[src/rtl/morse_led_decoder.sv]
`default_nettype none
// ============================================================================
// Module   : morse_led_decoder
// Purpose  : Reconstructs letters from a Morse-keyed LED line. The line is
//            synchronised, mark/space durations are measured in clock cycles
//            and classified against a 2-unit threshold, up to MAX_SYM
//            dot/dash symbols are collected, and one letter code (A=0..Z=25,
//            31 on error) is emitted with a single-cycle valid pulse.
// Ports    : clk        - system clock
//            rst        - asynchronous reset, active low
//            led        - keyed line, 1 = mark
//            char_valid - one-cycle pulse, new letter decoded
//            char_code  - letter index, 31 on error (holds between letters)
//            char_err   - unknown pattern or symbol overflow
//            busy       - a letter is being received
// Revision : 1.0 - initial release
// ============================================================================
module morse_led_decoder #(
  parameter int UNIT_CYCLES = 2,
  parameter int MAX_SYM     = 5
) (
  input  logic       clk,
  input  logic       rst,
  input  logic       led,
  output logic       char_valid,
  output logic [4:0] char_code,
  output logic       char_err,
  output logic       busy
);

  localparam int TH      = 2 * UNIT_CYCLES;
  localparam int MAX_CNT = 8 * UNIT_CYCLES;
  localparam int CW      = $clog2(MAX_CNT + 1);

  localparam logic [CW-1:0] C_ONE     = CW'(1);
  localparam logic [CW-1:0] C_TH      = CW'(TH);
  localparam logic [CW-1:0] C_MAX_CNT = CW'(MAX_CNT);
  localparam logic [2:0]    C_SYM_MAX = 3'(MAX_SYM);
  localparam logic [4:0]    C_ERR     = 5'd31;

  typedef enum logic [1:0] {
    IDLE  = 2'd0,
    MARK  = 2'd1,
    SPACE = 2'd2,
    EMIT  = 2'd3
  } state_t;

  state_t          state;
  state_t          state_n;
  logic            led_m;
  logic            led_s;
  logic [CW-1:0]   count;
  logic [2:0]      sym_cnt;
  logic [4:0]      pattern;
  logic            ovf;
  logic            dash;
  logic            cnt_load;
  logic            cnt_inc;
  logic            push_sym;
  logic            clr_letter;
  logic            emit_load;
  logic [4:0]      lut_code;
  logic            lut_err;

  // A finished mark is a dash once it lasted TH cycles; a saturated count
  // still compares as a dash.
  assign dash = (count >= C_TH);

  // --------------------------------------------------------------------------
  // State register
  // --------------------------------------------------------------------------
  always_ff @(posedge clk or negedge rst) begin
    if (!rst) begin
      state <= IDLE;
    end else begin
      state <= state_n;
    end
  end

  // --------------------------------------------------------------------------
  // Next-state and datapath control
  // --------------------------------------------------------------------------
  always_comb begin
    state_n    = state;
    cnt_load   = 1'b0;
    cnt_inc    = 1'b0;
    push_sym   = 1'b0;
    clr_letter = 1'b0;
    case (state)
      IDLE: begin
        if (led_s) begin
          state_n  = MARK;
          cnt_load = 1'b1;
        end
      end
      MARK: begin
        if (led_s) begin
          cnt_inc = 1'b1;
        end else begin
          push_sym = 1'b1;
          cnt_load = 1'b1;
          state_n  = SPACE;
        end
      end
      SPACE: begin
        if (led_s) begin
          state_n  = MARK;
          cnt_load = 1'b1;
        end else begin
          cnt_inc = 1'b1;
          // This low sample brings the space to TH cycles: letter is over.
          if (count == C_TH - C_ONE) begin
            state_n = EMIT;
          end
        end
      end
      EMIT: begin
        clr_letter = 1'b1;
        state_n    = IDLE;
      end
      default: state_n = IDLE;
    endcase
  end

  // EMIT is only ever entered from SPACE and lasts one cycle, so this fires
  // exactly once per letter and the result is in place during EMIT.
  assign emit_load = (state_n == EMIT);

  // --------------------------------------------------------------------------
  // Letter lookup keyed by {symbol count, pattern}; first symbol in the
  // highest used bit, 1 = dash.
  // --------------------------------------------------------------------------
  always_comb begin
    lut_code = C_ERR;
    lut_err  = 1'b1;
    if (!ovf) begin
      lut_err = 1'b0;
      case ({sym_cnt, pattern})
        {3'd2, 5'b00001}: lut_code = 5'd0;   // A .-
        {3'd4, 5'b01000}: lut_code = 5'd1;   // B -...
        {3'd4, 5'b01010}: lut_code = 5'd2;   // C -.-.
        {3'd3, 5'b00100}: lut_code = 5'd3;   // D -..
        {3'd1, 5'b00000}: lut_code = 5'd4;   // E .
        {3'd4, 5'b00010}: lut_code = 5'd5;   // F ..-.
        {3'd3, 5'b00110}: lut_code = 5'd6;   // G --.
        {3'd4, 5'b00000}: lut_code = 5'd7;   // H ....
        {3'd2, 5'b00000}: lut_code = 5'd8;   // I ..
        {3'd4, 5'b00111}: lut_code = 5'd9;   // J .---
        {3'd3, 5'b00101}: lut_code = 5'd10;  // K -.-
        {3'd4, 5'b00100}: lut_code = 5'd11;  // L .-..
        {3'd2, 5'b00011}: lut_code = 5'd12;  // M --
        {3'd2, 5'b00010}: lut_code = 5'd13;  // N -.
        {3'd3, 5'b00111}: lut_code = 5'd14;  // O ---
        {3'd4, 5'b00110}: lut_code = 5'd15;  // P .--.
        {3'd4, 5'b01101}: lut_code = 5'd16;  // Q --.-
        {3'd3, 5'b00010}: lut_code = 5'd17;  // R .-.
        {3'd3, 5'b00000}: lut_code = 5'd18;  // S ...
        {3'd1, 5'b00001}: lut_code = 5'd19;  // T -
        {3'd3, 5'b00001}: lut_code = 5'd20;  // U ..-
        {3'd4, 5'b00001}: lut_code = 5'd21;  // V ...-
        {3'd3, 5'b00011}: lut_code = 5'd22;  // W .--
        {3'd4, 5'b01001}: lut_code = 5'd23;  // X -..-
        {3'd4, 5'b01011}: lut_code = 5'd24;  // Y -.--
        {3'd4, 5'b01100}: lut_code = 5'd25;  // Z --..
        default: begin
          lut_code = C_ERR;
          lut_err  = 1'b1;
        end
      endcase
    end
  end

  // --------------------------------------------------------------------------
  // Synchroniser, duration counter, symbol accumulator, output registers
  // --------------------------------------------------------------------------
  always_ff @(posedge clk or negedge rst) begin
    if (!rst) begin
      led_m     <= 1'b0;
      led_s     <= 1'b0;
      count     <= '0;
      sym_cnt   <= '0;
      pattern   <= '0;
      ovf       <= 1'b0;
      char_code <= '0;
      char_err  <= 1'b0;
    end else begin
      led_m <= led;
      led_s <= led_m;

      if (cnt_load) begin
        count <= C_ONE;
      end else if (cnt_inc && (count != C_MAX_CNT)) begin
        count <= count + C_ONE;
      end

      if (clr_letter) begin
        sym_cnt <= '0;
        pattern <= '0;
        ovf     <= 1'b0;
      end else if (push_sym) begin
        // Extra symbols beyond the limit only flag the letter as bad.
        if (sym_cnt == C_SYM_MAX) begin
          ovf <= 1'b1;
        end else begin
          pattern <= {pattern[3:0], dash};
          sym_cnt <= sym_cnt + 3'd1;
        end
      end

      if (emit_load) begin
        char_code <= lut_code;
        char_err  <= lut_err;
      end
    end
  end

  assign char_valid = (state == EMIT);
  assign busy       = (state != IDLE);

endmodule
`default_nettype wire

[config.mk]
export PLATFORM = sky130hd
export DESIGN_NAME = morse_led_decoder
export DESIGN_NICKNAME = d
export VERILOG_FILES = /design/src/rtl/morse_led_decoder.sv
export SDC_FILE = /design/constraint.sdc
export NUM_CORES = 1
export LEC_CHECK = 0
export ABC_AREA = 1
export CAP_MARGIN = 25
export CORE_MARGIN = 3
export CORE_UTILIZATION = 30
export DETAILED_ROUTE_END_ITERATION = 6
export GPL_TIMING_DRIVEN = 0
export MAX_ROUTING_LAYER = met4
export SYNTH_ARGS = -nofsm -noshare
export SYNTH_HDL_FRONTEND = slang
export SYNTH_SLANG_ARGS = --single-unit
[constraint.sdc]
create_clock -name clk -period 2.3 [get_ports clk]
set_input_delay 0.345 -clock clk [delete_from_list [all_inputs] [get_ports clk]]
set_output_delay 0.345 -clock clk [all_outputs]
set_load 0.01 [all_outputs]
==> results.json, run 1 <==
{
  "end_kind": "output pin",
  "crit_fanout": 5,
  "synth_top_cell_area_share": 0.373,
  "fmax_mhz": 548,
  "slew_viol_final": 0,
  "hold_path.class": "reg -> reg",
  "die_width_microns": 79.3,
  "finalHoldViolations": 0,
  "grt_max_degree": 14,
  "dp_hpwl_microns": 2820,
  "required_ns": 1.96,
  "cts_resized": 0,
  "place_congestion": 0.859,
  "avgSynthCellArea_sq_um": 6.79,
  "antenna_found_initial": 0,
  "timing.final.crit_share": 0.793,
  "cts_tree": "built",
  "cts_setup_buffers": 0,
  "timing.hold.ws_ns": 0.359,
  "synth_top_area_cell": "dfrtp_1",
  "r2r-start": "pattern[2]$_DFFE_PN0P_",
  "wl_per_cell_microns": 10.7,
  "ys_seq_area_frac": 0.373,
  "row_count": 26,
  "hp-start": "led_m$_DFF_PN0_",
  "synthFlopType": "dfrtp_1",
  "grt_pass1_wl_microns": 6390,
  "ys_top_cells_by_area": "dfrtp_1, nand2_1, nor2_1, inv_1, nand3_1",
  "synth_edf_count": 0,
  "synthArstFlopShare": 1.00,
  "start_util": 0.313,
  "slew-limit-headroom": 0.641,
  "fin_skew_ns": 0.00259,
  "via_per_inst": 4.57,
  "die-area_sq_mm": 0.00628,
  "fin_nets": 260,
  "synth_cell_types": 22,
  "rr_endpoint": "char_code[3]$_DFFE_PN0N_",
  "status": "finished clean",
  "syn_area_sq_mm": 0.00161,
  "whs_path_depth": 0,
  "arrival_ns": 1.48,
  "power.density_mw_per_mm2": 942,
  "setup_viol": 0,
  "ys_ff_latch": 24,
  "cts_max_level": 1,
  "synth_commonest_cells": "nand2_1, nor2_1, dfrtp_1, inv_1, nand3_1",
  "clock-root-buffer": "clkbuf_8",
  "vias": 1473,
  "grt_usage": 0.128,
  "die_y_microns": 79.3,
  "antenna_left": 0,
  "yosys.cell_count.top_type": "nand2_1",
  "io_pins": 11,
  "clkTransAtPathRegs_ns": 0.08,
  "crit_type": "reg -> out",
  "rsz0062_at_grt": "false",
  "hold_end": "led_s$_DFF_PN0_",
  "drt-initial-drc-count": 77,
  "yosysWarnings": 0,
  "cts_hold_buf": 0,
  "port_buffers": 10,
  "gr-total-overflow": 0,
  "worst_r2r_path_depth": 10,
  "clk_path_buf_depth": 2,
  "synthesis.nets": 244,
  "cts_num_sinks": 24,
  "ff2ff_setup_slack_ns": 0.55,
  "drc": 0,
  "diodes": 0,
  "worst_slew_pin_slew_ns": 0.537,
  "drv_cap": 0,
  "numCtsBuffers": 3,
  "routed_wl_microns": 3460,
  "grt_pass1_vias": 1505,
  "insertion_delay_ns": 0.26,
  "period_needed_ns": 1.82,
  "area_growth_pct": 16.0,
  "synth_cells": 237,
  "core-area_sq_mm": 0.00514,
  "p_leak_nw": 0.952,
  "setup-tns-final_ns": 0,
  "drive_above_1_share": 0.143,
  "dr.pass1.iters": 4,
  "startpoint_type": "flop",
  "fillers": 595,
  "peakVddDrop_mv": 0.398
}
==> metal layers <==
layer | part of all wire | vias up | track usage
li1 | - | 776 | -
met1 | 0.51 | 673 | 0.172
met2 | 0.46 | 18 | 0.203
met3 | 0.020 | 6 | 0.0125
met4 | 0.013 | 0 | 0.0412
met5 | 0 | - | -
==> layout make-up <==
cell class,instances,area [sq um],share of cell area
Multi-Input combinational cell,181,890,0.476
Sequential cell,24,601,0.322
Inverter,32,120,0.0643
Clock buffer,4,55.1,0.0295
Tap cell,70,87.6,0.0469
Timing Repair Buffer,11,115,0.0616
==> metrics by stage <==
step	cells	utilization	setup WS, ns	cell area [sq um]	power [mW]
global route	322	0.363	0.405	1870	1.94
floorplan	237	-	0.862	1610	1.22
global placement	317	0.350	0.609	1800	1.48
detailed placement	318	0.353	0.582	1810	1.49
CTS	322	0.363	0.467	1870	1.78
finish	322	0.363	0.475	1870	1.76
==> layout by cell type, fill, tap and decap left out, drive strengths merged <==
cell type      instances
or2                    5
buf                    1
inv                   32
nand2                 72
nor3b                  1
nand3b                 2
nand4                  2
clkbuf                 4
dfrtp                 24
o22ai                  5
a21oi                  8
o21ai                 11
nand3                 16
nor3                   4
and2                   1
ha                     4
nor2                  49
clkdlybuf4s50         10
xor2                   1
==> state kept, by name (all words and copies together), names as in the netlist <==
name / cells
char_code: 5
char_err: 1
count: 5
led_m: 1
led_s: 1
ovf: 1
pattern: 5
state: 2
sym_cnt: 3
==> critical path: stages, from the launching register on <==
cell	delay (ns)
dfrtp_1	0.40
nand2_1	0.14
inv_1	0.13
clkdlybuf4s50_1	0.55
==> kinds of logic (layout without fill, tap and decap cells) <==
kind of cell / count (synthesis) / count (layout) / synth area share
and+or+nand+nor: 152 / 152 / 0.437
buffers and inverters: 32 / 47 / 0.0746
AOI/OAI and AO/OA: 24 / 24 / 0.0785
DFF: 24 / 24 / 0.373
adders and majority gates: 4 / 4 / 0.0311
xor gates and xnor gates: 1 / 1 / 0.00544
==> how the worst max path moves through the flow <==
stage	start	endpoint	slack [ns]	depth (start not counted)
global placement	count[2]$_DFFE_PN0P_	char_code[3]$_DFFE_PN0N_	0.61	6
floorplan	pattern[2]$_DFFE_PN0P_	char_code[0]$_DFFE_PN0N_	0.86	10
CTS	state[1]$_DFF_PN0_	char_valid	0.47	3
finish	state[0]$_DFF_PN0_	char_valid	0.48	3
global route	state[0]$_DFF_PN0_	char_valid	0.40	3
detailed placement	pattern[2]$_DFFE_PN0P_	char_code[3]$_DFFE_PN0N_	0.58	10
==> where the power goes <==
part | internal, mW | total [mW] | switching (mW)
clock network | 0.153 | 0.283 | 0.131
logic | 0.348 | 0.839 | 0.491
registers | 0.535 | 0.638 | 0.103
(Power assumes the default switching activity.)
==> inputs of run 2 (changes only) <==
==> constraint.sdc (replaced) <==
create_clock -name clk -period 1.55 [get_ports clk]
set_input_delay 0.2325 -clock clk [delete_from_list [all_inputs] [get_ports clk]]
set_output_delay 0.2325 -clock clk [all_outputs]
set_load 0.01 [all_outputs]
==> run 2 against run 1 <==
The run now ends with setup timing left. Total power increased by 75%. Via count increased by 11%. Final cell count increased by 5.9%. Clock-buffer cell count unchanged. Hold slack got worse by 0.043 ns. Critical path depth increased by 9. Clock skew decreased by 0.00089 ns. Register-to-register slack got worse by 0.62 ns. Design area increased by 19%. Routed wire length increased by 16%. Non-clock buffer count increased by 19. Critical path type is now reg -> reg. Largest cell class unchanged.
==> results.json, run 2 (synthesis results as in run 1) <==
{
  "cpPeakStageDelay_ns": 0.47,
  "start_util": 0.313,
  "area_growth_pct": 38.0,
  "top_regs": "char_code (5), count (5), pattern (5)",
  "layout_common_cells": "nand2_1, nor2_1, nand2_2, inv_1, dfrtp_1",
  "slowest_stage": "dfrtp_2",
  "p_seq_frac": 0.316,
  "drt-initial-drc-count": 79,
  "clk_path_buf_depth": 2,
  "crit_fanout": 7,
  "fin_nets": 279,
  "place_congestion": 0.859,
  "diodes": 0,
  "cts_hold_buf": 0,
  "cts_tree": "built",
  "clock-root-buffer": "clkbuf_8",
  "drive_above_1_share": 0.395,
  "required_ns": 1.72,
  "row_count": 26,
  "clkTransAtPathRegs_ns": 0.08,
  "setup_viol": 5,
  "clkPwrFrac": 0.137,
  "worst_r2r_path_depth": 12,
  "vias": 1634,
  "die-area_sq_mm": 0.00628,
  "status": "complete, but fails checks",
  "antenna_found_initial": 0,
  "timing.hold.ws_ns": 0.316,
  "p_int_mw": 1.77,
  "end_kind": "flop",
  "p_switching_mw": 1.30,
  "drc": 0,
  "wl_per_cell_microns": 11.7,
  "period_needed_ns": 1.62,
  "grt_usage": 0.138,
  "cts_max_level": 1,
  "rsz0062_at_grt": "true",
  "arrival_ns": 1.79,
  "p_leak_nw": 1.07,
  "p_comb_frac": 0.548,
  "slew-limit-headroom": 0.636,
  "crit_type": "reg -> reg",
  "numCtsBuffers": 3,
  "core-area_sq_mm": 0.00514,
  "grt_max_degree": 14,
  "insertion_delay_ns": 0.26,
  "fin_util": 0.432,
  "gr-total-overflow": 0,
  "startpoint_type": "flop",
  "final_common_cell": "nand2_1",
  "finalHoldViolations": 0,
  "drv_cap": 0,
  "worst_slew_pin_slew_ns": 0.544,
  "hold_path.class": "in -> async",
  "fillers": 544,
  "antenna_left": 0,
  "regArea_sq_um": 608,
  "grt_pass1_vias": 1631,
  "violations": "setup timing",
  "io_pins": 11,
  "via_per_inst": 4.79,
  "path_cells": "inv_4 > nand2_4 > nor2_4 > nand2_1 > nand2_2 > nor2_2 > nand2_2 > nor2_4 > nand2_4 > nand3_2 > nand2_1 > inv_1",
  "dp_hpwl_microns": 2820,
  "fmax_mhz": 616,
  "switching_share": 0.423,
  "r2r-start": "sym_cnt[1]$_DFFE_PN0P_",
  "grt_pass1_wl_microns": 6820,
  "critPathLaunch": "sym_cnt[1]$_DFFE_PN0P_",
  "multi_input_area_sq_mm": 0.00106,
  "cts_num_sinks": 24,
  "timing.final.crit_share": 1.05,
  "finalWorstSetupSlack_ns": -0.0732,
  "die_width_microns": 79.3,
  "fin_skew_ns": 0.00169,
  "die_y_microns": 79.3,
  "peakVddDrop_mv": 0.673,
  "port_buffers": 10,
  "routed_wl_microns": 3990,
  "slew_viol_final": 0,
  "power.density_mw_per_mm2": 1380,
  "dr.pass1.iters": 4
}
==> run 2: cell types whose count changed in the layout (fill, tap and decap cells not counted), moves of 6 or more <==
cell / before / now
nand3_1: 16 / 10
nand2_1: 64 / 46
nor2_1: 40 / 27
dfrtp_2: 0 / 6
nor2_2: 4 / 12
nand2_2: 7 / 23
dfrtp_1: 24 / 18
buf_4: 0 / 15
==> run 2: critical path, delay by kind of cell, from the launching register on <==
family / cells / cell delay [ns]
simple gates: 10 / 0.92
flops: 1 / 0.47
buf+inv: 2 / 0.14
==> run 2: final timing paths <==
kind / to / slack (ns)
hold / removal: count[2]$_DFFE_PN0P_ / 0.32
setup reg to reg: char_code[3]$_DFFE_PN0N_ / -0.07
max in group asynchronous: pattern[3]$_DFFE_PN0P_ / 0.74
hold reg to reg: led_s$_DFF_PN0_ / 0.36
setup / recovery: char_code[3]$_DFFE_PN0N_ / -0.07
min in group clk: led_s$_DFF_PN0_ / 0.36
==> run 2: power by group through the flow <==
stage / clock network, mW / registers, mW / logic [mW]
3_3_place_gp: 0 / 0.957 / 1.23
2_1_floorplan: 0 / 0.968 / 0.845
5_1_grt: 0.464 / 0.991 / 1.88
6_report: 0.420 / 0.970 / 1.68
4_1_cts: 0.434 / 0.946 / 1.47
3_5_place_dp: 0 / 0.961 / 1.25
==> run 2: timing repair <==
action	CTS	global route
hold endpoints to repair	0	0
buffers inserted	14	5
setup endpoints to repair	8	16
pin swaps	8	18
gates resized for setup	33	38
==> run 2: per-stage QoR <==
| stage | setup TNS [ns] | setup WS, ns | instances | instance area [sq um] | power (mW) |
|---|---|---|---|---|---|
| global route | -1.02 | -0.175 | 341 | 2220 | 3.34 |
| global placement | -0.859 | -0.141 | 317 | 1800 | 2.19 |
| finish | -0.258 | -0.0732 | 341 | 2220 | 3.07 |
| CTS | -0.0689 | -0.0203 | 336 | 2060 | 2.85 |
| detailed placement | -0.754 | -0.168 | 318 | 1810 | 2.21 |
| floorplan | 0 | 0.112 | 237 | 1610 | 1.81 |
==> run 2: per-layer routing <==
layer	GRT usage	vias up	part of all wire	routed length [microns]
met5	-	-	0	0
met4	0.0498	0	0.024	95
met3	0.0136	14	0.027	109
met2	0.221	32	0.49	1940
met1	0.182	774	0.46	1850
li1	-	814	-	-
==> run 2: final cells by class <==
type | count | area share
clock buffer | 4 | 0.0248
inverter | 32 | 0.0574
multi-input combinational | 181 | 0.479
sequential | 24 | 0.274
tap | 70 | 0.0394
timing repair buffer | 30 | 0.126
==> inputs of run 3 (changes only) <==
--- a/config.mk
+++ b/config.mk
@@ -7,7 +7,7 @@
 export LEC_CHECK = 0
 export ABC_AREA = 1
 export CAP_MARGIN = 25
-export CORE_MARGIN = 3
+export CORE_MARGIN = 2
 export CORE_UTILIZATION = 30
 export DETAILED_ROUTE_END_ITERATION = 6
 export GPL_TIMING_DRIVEN = 0
==> run 3 against run 2 <==
The run still ends with setup timing left. Critical endpoint is now char_code[1]$_DFFE_PN0N_. Sequential power is essentially flat. Clock-buffer cell count shrank 1. Die area shrank 5.0%. Sequential share of layout area shrank 1.0 points. First-iteration DRC count shrank 6.3%. Register-to-register slack gained 0.04 ns. Worst setup slack gained 0.038 ns. Combinational power is essentially flat.
==> results.json, run 3 (synthesis results as in run 1) <==
{
  "status": "complete, but fails checks",
  "violations": "setup timing",
  "core-area_sq_mm": 0.00514,
  "setup_viol": 6,
  "peakVddDrop_mv": 0.709,
  "grt_max_degree": 19,
  "p_leak_nw": 1.11,
  "routed_wl_microns": 3990,
  "fin_skew_ns": 0.00352,
  "drt-initial-drc-count": 74,
  "timing.final.crit_share": 1.02,
  "drive_above_1_share": 0.424,
  "startpoint_type": "flop",
  "cts_hold_buf": 0,
  "layout_common_cells": "nand2_1, nor2_1, nand2_2, buf_4, inv_1",
  "die-area_sq_mm": 0.00597,
  "finalHoldViolations": 0,
  "gr-total-overflow": 0,
  "fin_nets": 286,
  "dr.pass1.iters": 4,
  "cts_max_level": 1,
  "antenna_left": 0,
  "cts_tree": "built",
  "clk_path_buf_depth": 2,
  "rsz0062_at_grt": "true",
  "dp_hpwl_microns": 2710,
  "grt_pass1_vias": 1519,
  "period_needed_ns": 1.59,
  "clkTransAtPathRegs_ns": 0.08,
  "regArea_sq_um": 609,
  "grt_usage": 0.139,
  "io_pins": 11,
  "end_kind": "flop",
  "via_per_inst": 4.70,
  "slew_viol_final": 0,
  "antenna_found_initial": 0,
  "port_buffers": 10,
  "wl_per_cell_microns": 11.5,
  "numCtsBuffers": 3,
  "cts_num_sinks": 24,
  "multi_input_area_sq_mm": 0.00108,
  "arrival_ns": 1.75,
  "crit_type": "reg -> reg",
  "hold_path.class": "in -> async",
  "grt_pass1_wl_microns": 6620,
  "top_regs": "char_code (5), count (5), pattern (5)",
  "fillers": 519,
  "start_util": 0.313,
  "area_growth_pct": 43.7,
  "place_congestion": 0.890,
  "vias": 1636,
  "die_width_microns": 77.3,
  "fmax_mhz": 631,
  "power.density_mw_per_mm2": 1380,
  "finalWorstSetupSlack_ns": -0.0352,
  "final_common_cell": "nand2_1",
  "diodes": 0,
  "fin_util": 0.450,
  "required_ns": 1.72,
  "row_count": 26,
  "insertion_delay_ns": 0.27,
  "clock-root-buffer": "clkbuf_8",
  "drv_cap": 0,
  "dp_slack_ns": -0.115,
  "drc": 0,
  "power_mw": 3.19,
  "slew-limit-headroom": 0.706,
  "die_y_microns": 77.3,
  "worst_slew_pin_slew_ns": 0.439,
  "crit_fanout": 6
}
==> run 3: layout make-up <==
type                            instances  share of cell area
Inverter                               32              0.0573
Multi-Input combinational cell        182               0.469
Timing Repair Buffer                   36               0.142
Sequential cell                        24               0.263
Clock buffer                            3              0.0178
Clock inverter                          1              0.0130
Tap cell                               70              0.0378
==> run 3: what timing repair did <==
action / in CTS / in global routing
pin swaps: 7 / 19
buffers inserted: 12 / 13
cloned: 1 / 0
setup endpoints to repair: 8 / 17
gates resized for setup: 26 / 54
==> run 3: power by group <==
part	internal [mW]	leakage, nW	switching [mW]
registers	0.803	0.304	0.168
logic	0.757	0.768	0.912
clock network	0.345	0.0357	0.200
==> run 3: metrics by stage <==
step	hold slack [ns]	TNS, ns	area (sq um)	std cells
after global placement	0.340	-1.01	1800	317
after detailed placement	0.344	-0.451	1830	318
after global routing	0.290	-0.879	2310	348
final	0.268	-0.119	2310	348
after CTS	0.262	0	2060	335
after floorplan	-0.0631	0	1610	237
==> run 3: worst max-delay path, cell delays in order, from the launching register on <==
cell,delay (ns)
dfrtp_2,0.46
inv_4,0.10
nand2_2,0.10
nor2_2,0.18
nand2_1,0.08
nand2_2,0.13
inv_2,0.05
nand3_2,0.07
nor2_4,0.04
nand2_4,0.08
nand3_1,0.07
nand2_1,0.08
inv_1,0.04
==> run 3: final timing paths <==
check / startpoint / end / slack [ns] / cells past startpoint
worst min-delay path: rst / count[0]$_DFFE_PN0P_ / 0.27 / 1
min in group clk: led_m$_DFF_PN0_ / led_s$_DFF_PN0_ / 0.36 / 0
worst max register to register: pattern[3]$_DFFE_PN0P_ / char_code[1]$_DFFE_PN0N_ / -0.04 / 12
worst max-delay path: pattern[3]$_DFFE_PN0P_ / char_code[1]$_DFFE_PN0N_ / -0.04 / 12
worst min register to register: led_m$_DFF_PN0_ / led_s$_DFF_PN0_ / 0.36 / 0
max in group asynchronous: rst / pattern[3]$_DFFE_PN0P_ / 0.83 / 2
==> run 3: routing by layer <==
metal,track usage,vias up,wire length [microns]
li1,-,831,-
met1,0.182,756,1820
met4,0.0429,0,65
met2,0.227,42,1980
met5,-,-,0
met3,0.0141,7,135
